<file path="src/rtl/pc_gen.sv">
// ---------------------------------------------------------------------------
// pc_gen -- program counter generator with optional return-address stack.
//
// Selects the next PC by fixed priority (exception, return, register jump,
// absolute jump, taken branch, sequential) and loads it into the PC register
// on every accepted clock edge. An exception is accepted even while stalled.
//
// Optional feature macro: PC_GEN_RAS_EN
//   defined   : a RAS_DEPTH-entry circular return-address stack supplies
//               return targets; call pushes pc+4, ret pops.
//   undefined : no stack storage; ret behaves exactly like jr, call is
//               ignored, ras_empty is tied 1 and ras_ovf tied 0.
//
// Ports:
//   clk, rst_n        rising-edge clock, asynchronous active-low reset
//   stall             hold the current PC (overridden by exc)
//   br, zero          conditional branch and its condition
//   jump, jr          absolute / register-indirect jump
//   call, ret         link (push return address) / return (pop)
//   exc               exception redirect to EXC_VEC
//   pc_br, pc_jump,   branch, jump and register targets
//   pc_jr
//   pc, pc_plus_4     current PC and PC+4 (modulo 2^AW)
//   npc               combinational next PC
//   misalign          npc is not word aligned (informational only)
//   ras_empty         stack holds no entries
//   ras_ovf           sticky: a push ever overwrote the oldest entry
// ---------------------------------------------------------------------------
module pc_gen #(
   parameter int unsigned   AW        = 32,
   parameter logic [AW-1:0] RESET_PC  = 32'h0000_3000,
   parameter logic [AW-1:0] EXC_VEC   = 32'h0000_4180,
   parameter int unsigned   RAS_DEPTH = 4
) (
   input  logic          clk,
   input  logic          rst_n,
   input  logic          stall,
   input  logic          br,
   input  logic          zero,
   input  logic          jump,
   input  logic          jr,
   input  logic          call,
   input  logic          ret,
   input  logic          exc,
   input  logic [AW-1:0] pc_br,
   input  logic [AW-1:0] pc_jump,
   input  logic [AW-1:0] pc_jr,
   output logic [AW-1:0] pc,
   output logic [AW-1:0] pc_plus_4,
   output logic [AW-1:0] npc,
   output logic          misalign,
   output logic          ras_empty,
   output logic          ras_ovf
);

   localparam logic [AW-1:0] PC_INC = AW'(4);

   logic [AW-1:0] pc_q, pc_d;
   logic [AW-1:0] ret_target;
   logic          accept;

   assign accept    = exc | ~stall;
   assign pc        = pc_q;
   // Natural wrap from the top of the address space back to 0.
   assign pc_plus_4 = pc_q + PC_INC;
   assign misalign  = |npc[1:0];

   // NOTE: every signal assigned in always_comb gets a default first, so no
   // path leaves it unassigned and no latch is inferred.
   always_comb begin
      npc = pc_plus_4;
      if (exc)             npc = EXC_VEC;
      else if (ret)        npc = ret_target;
      else if (jr)         npc = pc_jr;
      else if (jump)       npc = pc_jump;
      else if (br && zero) npc = pc_br;
   end

   assign pc_d = accept ? npc : pc_q;

   // NOTE: sequential state uses non-blocking assignments so every flop
   // samples the pre-edge values regardless of statement order.
   always_ff @(posedge clk or negedge rst_n) begin
      if (!rst_n) pc_q <= RESET_PC;
      else        pc_q <= pc_d;
   end

`ifdef PC_GEN_RAS_EN
   localparam int unsigned PW = (RAS_DEPTH > 1) ? $clog2(RAS_DEPTH) : 1;
   localparam logic [PW:0] CNT_FULL = (PW+1)'(RAS_DEPTH);

   // sp_q indexes the next free slot; the top entry sits at sp_q-1. Because
   // the depth is a power of two the pointer wraps by itself, so a push while
   // full lands on the oldest entry.
   logic [AW-1:0] ras_mem_q [RAS_DEPTH];
   logic [PW-1:0] sp_q, sp_d;
   logic [PW:0]   cnt_q, cnt_d;
   logic          ovf_q, ovf_d;
   logic [PW-1:0] top_idx;
   logic          ras_op_en;
   logic          ras_wr_en;
   logic [PW-1:0] ras_wr_idx;

   assign top_idx    = sp_q - PW'(1);
   assign ras_empty  = (cnt_q == '0);
   assign ras_ovf    = ovf_q;
   assign ret_target = ras_empty ? pc_jr : ras_mem_q[top_idx];
   // Stack only moves on accepted, non-exception cycles.
   assign ras_op_en  = ~stall & ~exc;

   always_comb begin
      sp_d       = sp_q;
      cnt_d      = cnt_q;
      ovf_d      = ovf_q;
      ras_wr_en  = 1'b0;
      ras_wr_idx = sp_q;
      if (ras_op_en) begin
         if (call && ret) begin
            // Replace-top: the return consumes the top, the call refills it.
            ras_wr_en  = 1'b1;
            ras_wr_idx = top_idx;
         end else if (call) begin
            ras_wr_en = 1'b1;
            sp_d      = sp_q + PW'(1);
            if (cnt_q == CNT_FULL) ovf_d = 1'b1;
            else                   cnt_d = cnt_q + (PW+1)'(1);
         end else if (ret && !ras_empty) begin
            sp_d  = top_idx;
            cnt_d = cnt_q - (PW+1)'(1);
         end
      end
   end

   always_ff @(posedge clk or negedge rst_n) begin
      if (!rst_n) begin
         sp_q  <= '0;
         cnt_q <= '0;
         ovf_q <= 1'b0;
      end else begin
         sp_q  <= sp_d;
         cnt_q <= cnt_d;
         ovf_q <= ovf_d;
      end
   end

   // NOTE: the stack entries are deliberately left without reset; the count
   // marks which entries are valid, so their contents never matter after
   // reset and the array can map onto plain storage.
   always_ff @(posedge clk) begin
      if (ras_wr_en) ras_mem_q[ras_wr_idx] <= pc_plus_4;
   end
`else
   logic unused_call;

   assign unused_call = call;
   assign ret_target  = pc_jr;
   assign ras_empty   = 1'b1;
   assign ras_ovf     = 1'b0;
`endif

endmodule

</file>
<file path="config.mk">
export PLATFORM = sky130hd
export DESIGN_NAME = pc_gen
export DESIGN_NICKNAME = d
export VERILOG_FILES = /design/src/rtl/pc_gen.sv
export SDC_FILE = /design/constraint.sdc
export NUM_CORES = 1
export LEC_CHECK = 0
export CORE_MARGIN = 10
export CORE_UTILIZATION = 43
export DETAILED_ROUTE_END_ITERATION = 8
export PLACE_DENSITY = 0.93
export SYNTH_ARGS = -nofsm -noshare
export SYNTH_HDL_FRONTEND = slang
export SYNTH_SLANG_ARGS = --single-unit
</file>
<file path="constraint.sdc">
create_clock -name clk -period 4.2 [get_ports clk]
set_input_delay 0.63 -clock clk [delete_from_list [all_inputs] [get_ports clk]]
set_output_delay 0.63 -clock clk [all_outputs]
set_load 0.01 [all_outputs]
</file>
==> results.json <==
{
  "dp_hpwl_um": 13200,
  "worstRegToRegCells": 7,
  "final_layout_size_suffix_gt1_share_pct": 6.51,
  "end_kind": "output pin",
  "slowest_stage": "clkdlybuf4s50_1",
  "synth.largest_area_cell": "dfrtp_1",
  "holdBufCountCts": 0,
  "post_cts_buffers": 0,
  "wire_per_inst_um": 21.4,
  "vias": 4963,
  "cts.sinks": 32,
  "synth_nets": 616,
  "clockRootBuffer": "clkbuf_8",
  "coreArea_um2": 8180,
  "min_path_type": "in -> async",
  "slowest_delay_ps": 670,
  "critPathArrivalTime_ps": 3130,
  "cts_buffer_depth": 2,
  "setup-violations-final": 0,
  "vdd_drop_max_v": 0.000141,
  "htreeDepth": 2,
  "met1_usage_pct": 29.8,
  "grt_antenna_before_repair": 0,
  "grt_max_degree": 38,
  "numCtsBuffers": 5,
  "die_w_um": 112,
  "rsz0062_at_grt": "false",
  "synth_top_family_by_area": "simple AND/OR/NAND/NOR gates",
  "synthXorXnorAreaFrac_pct": 5.83,
  "timing.final.hold_violations": 0,
  "dieHeight_um": 112,
  "crit_required_ps": 3570,
  "dp.cells": 788,
  "synth.top_cell.area_share_pct": 20.8,
  "fin_tns_setup_ps": 0,
  "power.leakage_nw": 2.22,
  "synth_seq_area_share_pct": 22.3,
  "syn_area_per_cell_um2": 7.08,
  "fill_cells": 665,
  "ys_types": 62,
  "fin_crit_sh_pct": 89.5,
  "drv_slew": 0,
  "clock_latency_ps": 290,
  "fin_crit_ps": 3760,
  "wl_um": 17100,
  "synth_compound_area_share_pct": 27.4,
  "placementRows": 33,
  "cts_resized": 0,
  "critPathKind": "in -> out",
  "ioPinCount": 205,
  "fp.dieArea_um2": 12400,
  "tightest_slew_ps": 812,
  "grt_remaining_overflow": 0,
  "grtUsageMet3_pct": 8.27,
  "grt_pass1_vias": 5038,
  "rrSetupSlack_ps": 1870,
  "fin_cells": 796,
  "vias_per_cell": 6.23,
  "drv_cap": 0,
  "final_util_pct": 70.6,
  "syn-cell-area_um2": 3600,
  "synthArstFlopShare_pct": 100,
  "synth_mux_area_share_pct": 2.81,
  "worstSetupStartpointType": "input port",
  "grt_first_pass_wirelength_um": 26800,
  "final_nets": 797,
  "netlist_instances": 509,
  "portBuffers": 201,
  "clkTransAtPathRegs_ps": 70,
  "synth-simple-area-share_pct": 34.4,
  "cp_common_cell": "clkdlybuf4s50_1",
  "drt_iter0_markers": 391,
  "clock_skew_ps": 9.75,
  "cp_max_fo": 12,
  "postRouteAntennaNets": 0,
  "fmax_mhz": 266,
  "drc": 0,
  "place_congestion": 0.946,
  "synthAdderAreaFrac_pct": 0.347,
  "path_cells": "clkdlybuf4s50_1, and2_1, nand3_1, a311oi_1, a31o_2, clkdlybuf4s50_1",
  "synth-main-ff-cell": "dfrtp_1",
  "yosys-top-cells-area": "dfrtp_1, nor2_1, o21ai_0",
  "yosys_warnings": 0,
  "top_usage_layer": "met2",
  "grt_usage_pct": 25.6,
  "holdWs_ps": 425,
  "status": "finished, final reports clean",
  "antenna_cells": 0,
  "initial_core_util_pct": 44.1,
  "p_per_area_nw_per_um2": 203,
  "area_growth_pct": 60.3,
  "met2_usage_pct": 42.5,
  "synth_edf_count": 0,
  "ys_seq_elements": 32,
  "tritoncts": "done",
  "dr.pass1.iters": 5,
  "largest_register_ff_count": 32,
  "relSlewSlack_pct": 45.9,
  "power.total_mw": 1.17
}
[cell usage after synthesis, types with 12 or more instances]
library cell,number
dfrtp_1,30
nor3_1,26
o21ai_0,39
xor2_1,12
nor2_1,58
a21oi_1,29
nand2_1,48
xnor2_1,12
inv_1,12
clkbuf_1,33
nand4_1,16
nand3_1,29
[area by class of cell]
cell class | instances | area, um^2 | area share [%]
tap | 105 | 131 | 2.27
timing repair buffer | 218 | 2120 | 36.8
clock buffer | 8 | 100 | 1.73
inverter | 14 | 52.6 | 0.910
sequential | 32 | 803 | 13.9
multi-input combinational | 419 | 2560 | 44.4
[layout by cell type, fill, tap and decap left out, types with 8 or more instances in the layout]
cell / count
nor3_1: 26
a211oi_1: 10
nand3_1: 29
a21oi_1: 29
nor2_1: 57
dfrtp_1: 30
xnor2_1: 12
inv_1: 12
a221o_1: 8
nand4_1: 16
o31ai_1: 10
o21ai_0: 39
a31oi_1: 8
buf_4: 17
xor2_1: 12
clkdlybuf4s50_1: 198
nand2_1: 48
mux2i_1: 9
[through the flow]
stage	area [um^2]	worst slack (ps)
floorplan	3600	1460
global placement	5680	534
detailed placement	5680	428
CTS	5780	421
global route	5780	177
finish	5780	440
[worst max-delay path, delay by kind of cell]
| family | cells | cell delay (ps) |
|---|---|---|
| and+or+nand+nor | 2 | 790 |
| buffers and inverters | 2 | 1210 |
| AOI/OAI and AO/OA | 2 | 480 |
[routing by layer]
layer  up-vias  wire (um)  part of all wire (%)
met5         -          0                     0
met4         0        517                   3.0
met3        50       1910                    11
met2       344       8240                    48
met1      2312       6390                    37
li1       2257          -                     -
[logic make-up (layout without fill, tap and decap cells)]
logic type,count (synthesis),in the layout
simple gates,234,234
other cells,2,2
buf+inv,58,240
xor+xnor,24,24
flops,32,32
mux,10,10
compound gates,148,148
fa+ha+maj,1,1
[path summary, 6_finish.rpt]
kind                               startpoint                  to
min reg2reg                pc[12]$_DFFE_PN1P_  pc[12]$_DFFE_PN1P_
max in group asynchronous               rst_n   pc[7]$_DFFE_PN0P_
min                                     rst_n   pc[9]$_DFFE_PN0P_
max                                      zero             npc[21]
max reg2reg                 pc[2]$_DFFE_PN0P_  pc[16]$_DFFE_PN0P_
min in group clk           pc[12]$_DFFE_PN1P_  pc[12]$_DFFE_PN1P_
[power breakdown]
group          internal [mW]  leakage [nW]  total [mW]  switching, mW
clock network          0.150        0.0515       0.274          0.124
registers              0.331         0.408       0.374         0.0435
logic                  0.280          1.76       0.525          0.245
total                  0.760          2.22        1.17          0.413
Power figures use the tool's default switching activity.
